==> src/rtl/key_debounce.sv <==
// Eight-way push-button conditioner: 2-flop synchroniser plus per-key stability
// counter, producing debounced active-low levels and one-cycle press/release pulses.
module key_debounce #(
   parameter int unsigned N_KEYS          = 8,
   parameter int unsigned DEBOUNCE_CYCLES = 500000,
   parameter int unsigned CNT_W           = 20
) (
   input  logic              clk,
   input  logic              reset_n,
   input  logic [N_KEYS-1:0] raw_key,
   output logic [N_KEYS-1:0] user_key,
   output logic [N_KEYS-1:0] press_pulse,
   output logic [N_KEYS-1:0] release_pulse,
   output logic              key_event
);

   localparam logic [CNT_W-1:0] CntMax = CNT_W'(DEBOUNCE_CYCLES - 1);

   logic [N_KEYS-1:0]            s1_q, s2_q;
   logic [N_KEYS-1:0]            stb_q, stb_d;
   logic [N_KEYS-1:0]            press_q, press_d;
   logic [N_KEYS-1:0]            release_q, release_d;
   logic [N_KEYS-1:0][CNT_W-1:0] cnt_q, cnt_d;

   always_comb begin
      stb_d     = stb_q;
      cnt_d     = '0;
      press_d   = '0;
      release_d = '0;
      for (int i = 0; i < N_KEYS; i++) begin
         // Any cycle of agreement leaves cnt_d at zero, restarting the count.
         if (s2_q[i] != stb_q[i]) begin
            if (cnt_q[i] == CntMax) begin
               stb_d[i]     = s2_q[i];
               press_d[i]   = stb_q[i];
               release_d[i] = ~stb_q[i];
            end else begin
               cnt_d[i] = cnt_q[i] + CNT_W'(1);
            end
         end
      end
   end

   always_ff @(posedge clk or negedge reset_n) begin
      if (!reset_n) begin
         s1_q      <= '1;
         s2_q      <= '1;
         stb_q     <= '1;
         cnt_q     <= '0;
         press_q   <= '0;
         release_q <= '0;
      end else begin
         s1_q      <= raw_key;
         s2_q      <= s1_q;
         stb_q     <= stb_d;
         cnt_q     <= cnt_d;
         press_q   <= press_d;
         release_q <= release_d;
      end
   end

   assign user_key      = stb_q;
   assign press_pulse   = press_q;
   assign release_pulse = release_q;
   assign key_event     = |{press_q, release_q};

endmodule
==> config.mk <==
export PLATFORM = sky130hd
export DESIGN_NAME = key_debounce
export DESIGN_NICKNAME = d
export VERILOG_FILES = /design/src/rtl/key_debounce.sv
export SDC_FILE = /design/constraint.sdc
export NUM_CORES = 1
export LEC_CHECK = 0
export CORE_ASPECT_RATIO = 1.75
export CORE_UTILIZATION = 23
export DETAILED_ROUTE_END_ITERATION = 12
export PLACE_DENSITY = 0.4
export SLEW_MARGIN = 10
export SYNTH_ARGS = -nofsm -noshare
export SYNTH_HDL_FRONTEND = slang
export SYNTH_SLANG_ARGS = --single-unit
export TNS_END_PERCENT = 20
==> constraint.sdc <==
create_clock -name clk -period 3.5 [get_ports clk]
set_input_delay 0.7 -clock clk [delete_from_list [all_inputs] [get_ports clk]]
set_output_delay 0.7 -clock clk [all_outputs]
set_load 0.03 [all_outputs]
==> impl_results.html <==
<table>
<tr><th>Metric</th><th>Value</th></tr>
<tr><th colspan="2">Status</th></tr>
<tr><td>Status</td><td>finished, final reports clean</td></tr>
<tr><th colspan="2">Timing</th></tr>
<tr><td>Summed negative setup slack over all endpoints</td><td>0 ns</td></tr>
<tr><td>Highest attainable clock frequency</td><td>379.1 MHz</td></tr>
<tr><td>Actual transition at the worst max-transition pin</td><td>0.9828 ns</td></tr>
<tr><td>Setup repair after global routing missed its margin</td><td>false</td></tr>
<tr><td>Smallest setup slack after layout</td><td>0.8622 ns</td></tr>
<tr><td>Number of pins exceeding their max-slew limit in the final report</td><td>0</td></tr>
<tr><td>Endpoints failing hold</td><td>0</td></tr>
<tr><td>Worst relative slew slack</td><td>0.3426</td></tr>
<tr><td>Minimum period implied by the final worst setup slack</td><td>2.638 ns</td></tr>
<tr><td>Total setup violations reported at the end of the flow</td><td>0</td></tr>
<tr><td>Final worst path period share</td><td>0.7536</td></tr>
<tr><td>Clock skew after layout</td><td>0.008949 ns</td></tr>
<tr><th colspan="2">Cells and area</th></tr>
<tr><td>Fraction of layout instances using a drive strength above 1</td><td>0.1004</td></tr>
<tr><td>Signed area change from the synthesized netlist to the final layout</td><td>17.20%</td></tr>
<tr><td>Layout Cells excl Fill</td><td>1526</td></tr>
<tr><td>Ant diodes</td><td>0</td></tr>
<tr><td>Core Util, Final</td><td>0.2729</td></tr>
<tr><td>Total number of nets in the final design</td><td>981</td></tr>
<tr><th colspan="2">Floorplan</th></tr>
<tr><td>Height of the die</td><td>270.6 um</td></tr>
<tr><td>Core area</td><td>40710 um2</td></tr>
<tr><td>Total number of placement rows</td><td>98</td></tr>
<tr><td>Width of the chip</td><td>155.5 um</td></tr>
<tr><td>Initial standard-cell utilization of the core</td><td>0.2329</td></tr>
<tr><td>Floorplan die area</td><td>42070 um2</td></tr>
<tr><td>Count of pins on the block boundary</td><td>35</td></tr>
<tr><th colspan="2">Logic synthesis</th></tr>
<tr><td>Synthesis warning total</td><td>0</td></tr>
<tr><td>Async S/R FF share, synth</td><td>1.000</td></tr>
<tr><td>Net count of the mapped netlist</td><td>942</td></tr>
<tr><td>Post-synthesis cell type with the largest combined area</td><td>dfrtp_1</td></tr>
<tr><td>Synth Flop Type</td><td>dfrtp_1</td></tr>
<tr><td>Area of the mapped netlist</td><td>9480 um2</td></tr>
<tr><td>Seq cells post-synth</td><td>200</td></tr>
<tr><td>Largest cells by area after synthesis</td><td>dfrtp_1, xnor2_1, dfstp_2</td></tr>
<tr><td>Share of synthesized area occupied by flip-flops and latches</td><td>0.5311</td></tr>
<tr><td>EDFF count, synth</td><td>0</td></tr>
<tr><td>Post-synthesis average cell area</td><td>10.26 um2</td></tr>
<tr><td>Area share of the largest cell type after synthesis</td><td>0.4646</td></tr>
<tr><td>Number of different library cells in the post-synthesis netlist</td><td>42</td></tr>
<tr><td>Post-synthesis cell count</td><td>924</td></tr>
<tr><th colspan="2">Setup path</th></tr>
<tr><td>Category of the most critical setup path</td><td>reg2out</td></tr>
<tr><td>Reg2reg setup slack</td><td>1.22 ns</td></tr>
<tr><td>Data arrival, critical path</td><td>1.94 ns</td></tr>
<tr><td>Data required time of the critical path</td><td>2.80 ns</td></tr>
<tr><td>Critical Path Source Type</td><td>flip-flop</td></tr>
<tr><td>Worst setup EP type</td><td>output port</td></tr>
<tr><td>CP max FO</td><td>2</td></tr>
<tr><th colspan="2">Clocking</th></tr>
<tr><td>Resized Gates After CTS</td><td>0</td></tr>
<tr><td>Number of clock sinks</td><td>200</td></tr>
<tr><td>Setup fix buffers added after clock tree synthesis</td><td>0</td></tr>
<tr><td>Max Buffers Root-to-Sink</td><td>2</td></tr>
<tr><td>H-tree depth</td><td>4</td></tr>
<tr><td>CTS Buf Count</td><td>17</td></tr>
<tr><td>Worst skew pair latency</td><td>0.45 ns</td></tr>
<tr><td>CTS tree</td><td>yes</td></tr>
<tr><td>Clock transition at the registers of the reported paths</td><td>0.08 ns</td></tr>
<tr><td>CTS root buf</td><td>clkbuf_16</td></tr>
<tr><td>Hold Buf Count CTS</td><td>0</td></tr>
<tr><th colspan="2">Drt</th></tr>
<tr><td>Detailed router's first-iteration violation count</td><td>225</td></tr>
<tr><td>Total DRC errors in the routed layout</td><td>0</td></tr>
<tr><td>Routed metal-1 wirelength</td><td>9.314 mm</td></tr>
<tr><td>Via/cell ratio</td><td>4.499</td></tr>
<tr><td>Average wire per standard cell</td><td>14.40 um</td></tr>
<tr><td>Detailed Routing Iterations Pass 1</td><td>5</td></tr>
<tr><td>Total length of routed met2 wires</td><td>11.64 mm</td></tr>
<tr><td>Met3 wire length</td><td>554 um</td></tr>
<tr><td>Antenna Nets Post-Route</td><td>0</td></tr>
<tr><td>Via count of the routed design</td><td>6866</td></tr>
<tr><td>Max layer used</td><td>met4</td></tr>
<tr><td>Total wirelength of the detailed-routed design</td><td>21.97 mm</td></tr>
<tr><th colspan="2">Hold path</th></tr>
<tr><td>HP Class</td><td>in2async</td></tr>
<tr><th colspan="2">Global route</th></tr>
<tr><td>Total GRT Usage</td><td>0.1117</td></tr>
<tr><td>Number of antenna violations at the first check in global routing</td><td>0</td></tr>
<tr><td>Number of global-route vias before repair</td><td>7164</td></tr>
<tr><td>Wire length of the first global-routing pass</td><td>37.03 mm</td></tr>
<tr><td>Total global routing overflow</td><td>0</td></tr>
<tr><td>Maximum number of pins on one net before global-route repair</td><td>80</td></tr>
<tr><th colspan="2">Placed design</th></tr>
<tr><td>Final Wtd Congestion</td><td>0.7401</td></tr>
<tr><td>Cell count after placement</td><td>1494</td></tr>
<tr><td>Sum of net half-perimeters after detailed placement</td><td>16.03 mm</td></tr>
<tr><td>Setup Slack @ Placement</td><td>1.150 ns</td></tr>
<tr><td>Count of input and output buffers</td><td>34</td></tr>
<tr><th colspan="2">Pwr</th></tr>
<tr><td>Part of the power in combinational logic</td><td>0.032</td></tr>
<tr><td>P per Cell Area</td><td>421.5 nW/um2</td></tr>
<tr><td>Switching portion of total power</td><td>0.2264</td></tr>
<tr><td>Int Power</td><td>3.623 mW</td></tr>
<tr><td>Portion of total power attributed to the clock network</td><td>0.458</td></tr>
<tr><td>Worst vdd rail ir drop</td><td>0.3040 mV</td></tr>
<tr><td>Switching power</td><td>1.060 mW</td></tr>
<tr><td>Sequential power share</td><td>0.510</td></tr>
<tr><td>Leak</td><td>4.134 nW</td></tr>
<tr><th colspan="2">Flow run</th></tr>
<tr><td>Number of max-cap violations</td><td>0</td></tr>
</table>
==> metrics by stage <==
stage	total power, mW	instance area [um2]	hold slack [ns]
global placement	2.591	10480	0.3480
finish	4.683	11110	0.2002
global route	4.895	11110	0.2465
detailed placement	2.591	10480	0.3484
floorplan	2.494	9480	0.3452
CTS	4.800	11110	0.2484
==> final timing paths <==
path	start	endpoint	cells past startpoint
worst max-delay path	release_pulse[2]	key_event	3
worst min-delay path	reset_n	cnt_q[129]	1
worst max register to register	cnt_q[0]	cnt_q[5]	5
worst min register to register	s1_q[6]	s2_q[6]	0
max in group asynchronous	reset_n	s2_q[5]	2
min in group clk	s1_q[6]	s2_q[6]	0
==> logic make-up (layout without fill, tap and decap cells) <==
logic type,after synthesis,in the layout,share of synthesized area
muxes,8,8,0.009503
xor gates and xnor gates,115,115,0.1062
adders and majority gates,8,8,0.01056
buffers and inverters,52,104,0.02257
AOI/OAI and AO/OA,82,82,0.05992
and+or+nand+nor,459,459,0.2601
DFF,200,200,0.5311
==> state kept, by name (all words and copies together) (netlist names) <==
name / count
cnt_q: 160
press_pulse: 8
release_pulse: 8
s1_q: 8
s2_q: 8
user_key: 8
==> cell usage after synthesis, types with 8 or more instances <==
library cell / n
buf_2: 12
o21ai_0: 18
nand4_1: 45
nor4_1: 34
and3_1: 8
nor3b_1: 16
xnor2_1: 85
or4_1: 24
a21oi_1: 37
nand3_1: 55
or3_1: 23
inv_1: 32
xor2_1: 30
o31ai_1: 14
dfrtp_1: 176
nand2_1: 49
nor2_1: 137
dfstp_2: 24
mux2_2: 8
nor3_1: 29
and4_1: 11
ha_1: 8
==> power groups by stage <==
| stage | logic [mW] | registers [mW] | clock network (mW) |
|---|---|---|---|
| 2_1_floorplan | 0.0753 | 2.42 | 0 |
| 3_5_place_dp | 0.158 | 2.43 | 0 |
| 4_1_cts | 0.160 | 2.39 | 2.25 |
| 5_1_grt | 0.176 | 2.39 | 2.32 |
| 6_report | 0.149 | 2.39 | 2.15 |
| 3_3_place_gp | 0.159 | 2.43 | 0 |
==> per-layer routing <==
metal	GRT usage	vias to the layer above
li1	-	3379
met1	0.1268	3400
met2	0.2006	63
met3	0.02419	24
met4	0.04412	0
met5	0	-
==> cells in the final DEF, fill, tap and decap left out, drive strengths merged, types with 2 or more instances in the layout <==
cell type      Yosys  routed
a21oi             37      37
a31o               4       4
and3               8       8
and4              11      11
buf               12       7
bufinv             0       4
clkbuf             8      19
clkdlybuf4s50      0      33
clkinv             0       4
dfrtp            176     176
dfstp             24      24
ha                 8       8
inv               32      36
mux2               8       8
nand2             49      49
nand3             56      56
nand4             47      47
nor2             137     137
nor3              29      29
nor3b             16      16
nor4              34      34
nor4b              6       6
o21ai             18      18
o31ai             14      14
o41ai              7       7
or2                6       6
or3               23      23
or3b               2       2
or4               27      27
or4b               3       3
xnor2             85      85
xor2              30      30
==> critical path, cell delays in order, from the launching register on <==
cell             delay, ns
dfrtp_1               0.38
nor4_1                0.36
nand4_1               0.14
clkdlybuf4s50_1       0.61
==> area by class of cell <==
cell class / count / area [um2]
Fill cell: 4345 / 29600
Inverter: 32 / 120.1
Timing Repair Buffer: 40 / 402.9
Sequential cell: 200 / 5035
Multi-Input combinational cell: 672 / 4232
Tap cell: 550 / 688.2
Clock inverter: 13 / 190.2
Clock buffer: 19 / 442.9
Power figures use the tool's default switching activity.
